===== src/rtl/sha256_host_ctrl.sv =====
// Host-side controller for a SHA-256 engine: streams message words into shared
// memory, kicks the engine, then reads the 8-word digest back out as strobes.
module sha256_host_ctrl #(
    parameter int unsigned NUM_OF_WORDS = 20,
    parameter logic [15:0] MSG_ADDR     = 16'h0000,
    parameter logic [15:0] OUT_ADDR     = 16'h0100,
    parameter int unsigned DONE_TIMEOUT = 8
) (
    input  logic        clk,
    input  logic        reset,
    input  logic        s_valid,
    output logic        s_ready,
    input  logic [31:0] s_data,
    output logic        sha_start,
    input  logic        sha_done,
    output logic [15:0] sha_message_addr,
    output logic [15:0] sha_output_addr,
    output logic        mem_sel,
    output logic        mem_we,
    output logic [15:0] mem_addr,
    output logic [31:0] mem_write_data,
    input  logic [31:0] mem_read_data,
    output logic        digest_valid,
    output logic [31:0] digest_word,
    output logic [2:0]  digest_idx,
    output logic        digest_last,
    output logic        err
);

    typedef enum logic [2:0] {
        IDLE, LOAD, START, WAIT_BUSY, WAIT_DONE, READ, DRAIN
    } state_t;

    localparam logic [7:0] LAST_WORD = 8'(NUM_OF_WORDS);
    localparam logic [7:0] TO_LAST   = 8'(DONE_TIMEOUT - 1);

    state_t      state;
    state_t      next_state;
    logic        ready_en;
    logic        accept;
    logic        load_full;
    logic        timeout;
    logic [7:0]  word_cnt;
    logic [7:0]  to_cnt;
    logic [2:0]  rd_cnt;
    logic        wr_en;
    logic [15:0] wr_addr;
    logic [31:0] wr_data;
    logic        rd_pend;
    logic [2:0]  rd_idx_q;

    assign sha_message_addr = MSG_ADDR;
    assign sha_output_addr  = OUT_ADDR;

    assign accept    = s_valid && s_ready;
    assign load_full = (word_cnt == LAST_WORD);
    // The START cycle counts as the first of the DONE_TIMEOUT cycles.
    assign timeout   = (state == WAIT_BUSY) && sha_done && (to_cnt == TO_LAST);

    always_ff @(posedge clk or posedge reset) begin
        if (reset) state <= IDLE;
        else       state <= next_state;
    end

    always_comb begin
        next_state = state;
        unique case (state)
            IDLE:      if (accept) next_state = LOAD;
            LOAD:      if (load_full) next_state = START;
            START:     next_state = WAIT_BUSY;
            WAIT_BUSY: begin
                if (!sha_done)    next_state = WAIT_DONE;
                else if (timeout) next_state = IDLE;
            end
            WAIT_DONE: if (sha_done) next_state = READ;
            READ:      if (rd_cnt == 3'd7) next_state = DRAIN;
            // Last read is in flight; digest_last lands as IDLE is re-entered.
            DRAIN:     next_state = IDLE;
            default:   next_state = IDLE;
        endcase
    end

    always_comb begin
        s_ready        = ready_en && ((state == IDLE) || ((state == LOAD) && !load_full));
        sha_start      = (state == START);
        mem_we         = wr_en;
        mem_sel        = wr_en || (state == READ);
        mem_addr       = (state == READ) ? (OUT_ADDR + 16'(rd_cnt)) : wr_addr;
        mem_write_data = wr_data;
    end

    always_ff @(posedge clk or posedge reset) begin
        if (reset) begin
            ready_en     <= 1'b0;
            wr_en        <= 1'b0;
            wr_addr      <= '0;
            wr_data      <= '0;
            word_cnt     <= '0;
            to_cnt       <= '0;
            rd_cnt       <= '0;
            rd_pend      <= 1'b0;
            rd_idx_q     <= '0;
            err          <= 1'b0;
            digest_valid <= 1'b0;
            digest_word  <= '0;
            digest_idx   <= '0;
            digest_last  <= 1'b0;
        end else begin
            ready_en <= 1'b1;
            wr_en    <= accept;
            if (accept) begin
                wr_addr  <= MSG_ADDR + 16'(word_cnt);
                wr_data  <= s_data;
                word_cnt <= word_cnt + 8'd1;
            end else if (state == START) begin
                word_cnt <= '0;
            end

            if ((state == IDLE) && accept) err <= 1'b0;
            else if (timeout)              err <= 1'b1;

            if (state == START)                     to_cnt <= 8'd1;
            else if ((state == WAIT_BUSY) && sha_done) to_cnt <= to_cnt + 8'd1;

            if (state == READ) rd_cnt <= rd_cnt + 3'd1;
            else               rd_cnt <= '0;

            // Read data arrives one cycle after the address, then is registered.
            rd_pend      <= (state == READ);
            rd_idx_q     <= rd_cnt;
            digest_valid <= rd_pend;
            digest_last  <= rd_pend && (rd_idx_q == 3'd7);
            if (rd_pend) begin
                digest_word <= mem_read_data;
                digest_idx  <= rd_idx_q;
            end
        end
    end

endmodule

===== config.mk =====
export PLATFORM = sky130hd
export DESIGN_NAME = sha256_host_ctrl
export DESIGN_NICKNAME = d
export VERILOG_FILES = /design/src/rtl/sha256_host_ctrl.sv
export SDC_FILE = /design/constraint.sdc
export NUM_CORES = 1
export LEC_CHECK = 0
export ABC_CLOCK_PERIOD_IN_PS = 3550
export CAP_MARGIN = 25
export CELL_PAD_IN_SITES_DETAIL_PLACEMENT = 2
export CELL_PAD_IN_SITES_GLOBAL_PLACEMENT = 2
export CORE_MARGIN = 1
export CORE_UTILIZATION = 26
export CTS_CLUSTER_DIAMETER = 50
export DETAILED_ROUTE_END_ITERATION = 8
export GPL_ROUTABILITY_DRIVEN = 0
export GPL_TIMING_DRIVEN = 0
export HOLD_SLACK_MARGIN = 0.12
export PLACE_DENSITY_LB_ADDON = 0.05
export SLEW_MARGIN = 5
export SYNTH_ARGS = -nofsm -noshare
export SYNTH_HDL_FRONTEND = slang
export SYNTH_SLANG_ARGS = --single-unit

===== constraint.sdc =====
create_clock -name clk -period 3.55 [get_ports clk]
set_input_delay 0.355 -clock clk [delete_from_list [all_inputs] [get_ports clk]]
set_output_delay 0.355 -clock clk [all_outputs]
set_load 0.05 [all_outputs]

### Yosys cells after proc, flatten, opt, wreduce, memory -nomap -nowiden

Cells that the tools add are included.
Widths: inputs -> output; s select.

* register bits after elaboration: 106
* input bits: 68
* output and inout port bits: 122
* word-level logic and storage cells: 63

* $add $sub $neg: 4
* eq/ne operators: 14
* muxes and demuxes: 15
* reductions and logical operators: 15

Operator list (count)
* $mux 8: 4
* $mux 3: 7
* $pmux 3 s6: 1
* $add 8x1->8 const B: 2
* $eq 3x3->1 const B: 4
* $add 9x3->10 const A: 1
* $mux 10: 1
* $eq 8x3->1 const B: 1
* $eq 8x5->1 const B: 1
* $ne 2x2->1 const B: 4
* $logic_and 1x1->1: 7
* $eq 3x2->1 const B: 2
* $reduce_bool 2->1: 3
* $reduce_and 5->1: 1
* $add 3x1->3 const B: 1
* $eq 3x1->1 const B: 1
* $logic_not 3->1: 1
* $ne 3x3->1 const B: 1
* $logic_or 1x1->1: 2
* $mux 1: 2
* $logic_not 1->1: 1

### Longest topological paths before layout

* depth after elaboration: 8
* depth in mapped cells: 8
* gate-level depth less buffers: 6

### Least setup slack after synthesis

No wires, ideal clock.

* path kind: reg-to-output
* from: register word_cnt[0]
* to: output s_ready
* data arrival time: 1.576 ns
* data required time: 3.195 ns
* slack: 1.619 ns
* stages on the path, launching flop included: 4
* buffers on the path: 0
* path through: dfrtp_1 -> inv_1 -> ha_1 -> a41oi_1

* cells in the longest elaborated chain, start to end: 5

Ends and longest elaborated chain
* start: declaration: RTL line 43 `logic [7:0] word_cnt;`
* start signal: assignment: RTL line 114 `word_cnt <= word_cnt + 8'd1;`
* $eq 8x5->1: RTL line 56 `assign load_full = (word_cnt == LAST_WORD);`
* $logic_not 1->1: RTL line 84 `s_ready = ready_en && ((state == IDLE) || ((state == LOAD) && !load_full));`
* $logic_and 1x1->1: RTL line 84
* $logic_or 1x1->1: RTL line 84
* $logic_and 1x1->1: RTL line 84
* end: declaration: RTL line 12 `output logic s_ready,`

No other way between the ends.

### Worst setup path in the final report

* from: register state[2]
* to: output mem_addr[1]

* cells in the longest elaborated chain, start to end: 2

Ends and longest elaborated chain
* start: declaration: RTL line 37 `state_t state;`
* start signal: assignment: RTL line 62 `else state <= next_state;`
* $eq 3x3->1: RTL line 88 `mem_addr = (state == READ) ? (OUT_ADDR + 16'(rd_cnt)) : wr_addr;`
* $mux 10: RTL line 88
* end: declaration: RTL line 20 `output logic [15:0] mem_addr,`

No other way between the ends.

==> out/summary.txt <==
Cell Rows -> 48
Async SR Flop Fraction -> 100.0%
Gr ovfl total -> 0
Final worst path period share -> 84.37%
Nets -> 701
Initial Util -> 26.65%
Overall routing resource usage -> 14.31%
Die height -> 135.2 um
RSZ-0062 raised after global routing -> false
Max VDD drop -> 0.4082 mV
Measured slew at the worst slew-check pin -> 585.2 ps
Syn. warnings -> 0
Avg Inst Size Synth -> 10.77 um2
CTS clk-pin slew, worst paths -> 70 ps
Synth top area cells -> dfrtp_1, nand2_1, mux2_2, buf_4, ha_1
Die W -> 135.2 um
Final min period -> 2995 ps
Final setup violation count -> 0
Later-pin clock latency in the skew report -> 350 ps
Vias in the first global route -> 4,011
Initial antenna violation count -> 0
Routed vias -> 3,652
Setup slack, reg-to-reg -> 1580 ps
Avg WL per Cell -> 14.51 um
Setup crit start -> state[2]$_DFFE_PP0P_
Mapped cell area -> 4609 um2
Pleak -> 3.227 nW
Post-CTS resize count -> 0
Fin Hold WS -> 314.9 ps
Min-delay worst type -> primary input to asynchronous set/reset pin
Crit-path max FO -> 10
Layout overhead on the synthesized area -> 48.40%
Setup Fix Bufs, Post-CTS -> 0
Required @ worst endpoint -> 3190 ps
Overall routed net length -> 12,450 um
CTS Sinks -> 106
Total Neg Setup Slack -> 0 ps
Crit Reg-Reg Endpoint -> mem_write_data[11]$_DFFE_PP0P_
Flops & latches, synth -> 106
Grt met3 use -> 3.966%
Final Skew -> 8.308 ps
CTS Buf Count -> 9
Cell count after synthesis -> 428
CTS Buffer Depth -> 2
Share of Yosys cell area claimed by the top area cell type -> 57.55%
Remaining antenna violation count -> 0
Max_slew headroom -> 60.98%
EDFF count, synth -> 0
Largest net degree at the start of global routing -> 86
Initial DRC count -> 71
CTS H-tree lvls -> 3
Status -> finished clean
Main synth FF type -> dfrtp_1
Setup crit end kind -> output pin
R2R cell count -> 7
Post-synthesis sequential area ratio -> 57.55%
Post-synthesis cell type count -> 45
Antenna cell count -> 0
Clk root buf -> clkbuf_16
P per Cell Area -> 904.6 nW/um2
GR Util met1 -> 16.76%
Placed cell areas -> 6568 um2
Critical path data arrival time -> 2640 ps
Non-Filler Instances -> 858
Core area -> 17,300 um2
Max-cap viol count -> 0
Leading area contributor after synthesis -> dfrtp_1
DRC viols -> 0
Ratio of cells with drive above 1 in the final layout -> 17.06%
Die ar. -> 18,270 um2
Slew Limit Fails -> 0
Maximum clock frequency -> 0.3339 GHz
DR pass1 iterations -> 4
Placed insts -> 842
Hold buffers post-CTS -> 0
Detail Placement HPWL -> 9183 um
FF-to-FF Start -> state[1]$_DFFE_PP0P_
Setup crit start kind -> flop
Critical path type -> flop to output pin
First-pass GRT wire length -> 20,200 um
Final instance area -> 6840 um2
Buffers added on ports -> 150
TritonCTS clock tree -> done
Busiest grt layer -> met2
Vias per cell -> 4.256
Global routing usage on met2 -> 24.27%
Final Hold Fails -> 0
Io pins -> 190
-- Yosys cell counts (2+ instances only) --
library cell    n
a211o_1         3
a21oi_1         2
a22o_1          3
and2_1          8
and3_1          2
buf_2           9
buf_4          39
buf_6           2
clkbuf_1        8
conb_1          2
dfrtp_1       106
ha_1            5
inv_1           7
mux2_2         38
nand2_1       129
nand2b_1        2
nand3_1         8
nand4_1         2
nor2_1          9
nor3_1          5
nor3b_1         2
nor4_1          2
o21ai_0         5
or3_1           2
xnor2_1         5
xor2_1          4
-- layout make-up --
cell class / instances / area [um2]
Fill cell: 1836 / 10460
Sequential cell: 106 / 2653
Multi-Input combinational cell: 293 / 1675
Timing Repair Buffer: 151 / 1529
Buffer: 59 / 394.1
Tap cell: 225 / 281.5
Clock buffer: 11 / 242.7
Inverter: 8 / 35.03
Clock inverter: 5 / 30.03
-- per-layer routing --
| metal | vias up | share of wire, % |
|---|---|---|
| li1 | 1709 | - |
| met1 | 1798 | 42 |
| met2 | 133 | 48 |
| met3 | 12 | 7.9 |
| met4 | 0 | 1.7 |
| met5 | - | 0 |
-- layout by cell type (no fill, tap or decap), types with 2 or more instances in the layout --
master / instances
nor3b_1: 2
o21ai_0: 5
dfrtp_1: 106
ha_1: 5
a21oi_1: 2
clkinv_2: 3
a211o_1: 3
and3_1: 2
buf_6: 2
conb_1: 40
nor4_1: 2
or3_1: 2
clkbuf_16: 9
clkinvlp_4: 2
clkdlybuf4s50_1: 150
clkbuf_1: 9
xnor2_1: 5
buf_2: 9
mux2_2: 38
nand4_1: 2
nor3_1: 5
nand2_1: 129
nand3_1: 8
nand2b_1: 2
buf_4: 39
xor2_1: 4
and2_1: 8
inv_1: 6
a22o_1: 3
nor2_1: 9
-- worst max-delay path: stages, from the launching register on --
cell             delay [ps]
dfrtp_1                 380
clkbuf_1                200
nand3_1                 160
clkbuf_1                430
mux2_2                  410
clkdlybuf4s50_1         720
-- how the worst max path moves through the flow --
| stage | end | depth (start not counted) |
|---|---|---|
| floorplan | digest_idx[0]$_DFFE_PP0P_ | 1 |
| global placement | mem_write_data[27]$_DFFE_PP0P_ | 2 |
| detailed placement | mem_addr[1] | 5 |
| CTS | mem_addr[1] | 5 |
| global route | mem_addr[1] | 5 |
| finish | mem_addr[1] | 5 |
-- kinds of logic after synthesis --
logic type	Yosys count	synth area share, %
buffers and inverters	67	9.202
xor gates and xnor gates	9	1.710
other	2	0.1629
DFF	106	57.55
adders and majority gates	5	1.357
muxes	38	9.283
and+or+nand+nor	179	17.18
AOI/OAI and AO/OA	22	3.556
-- flip-flops by register name, summed over array words and instances (netlist names) --
| signal | flops |
|---|---|
| digest_word | 32 |
| mem_write_data | 32 |
| to_cnt | 8 |
| word_cnt | 8 |
| wr_addr | 8 |
| digest_idx | 3 |
| rd_cnt | 3 |
| rd_idx_q | 3 |
| state | 3 |
| digest_last | 1 |
| digest_valid | 1 |
| err | 1 |
| mem_we | 1 |
| rd_pend | 1 |
| ready_en | 1 |
-- where the power goes --
part / internal [mW] / switching [mW]
clock: 0.492 / 0.446
combinational: 1.16 / 2.18
sequential: 1.65 / 0.253
total: 3.31 / 2.88
-- through the flow --
step	utilization [%]	setup slack, ps	total power, mW
detailed placement	37.97	868.7	5.317
CTS	39.55	438.3	6.302
finish	39.55	554.8	6.188
global placement	37.78	-1460	5.236
floorplan	-	406.1	4.143
global route	39.55	380.0	6.532
No activity file was read; power rests on OpenSTA's default activity.
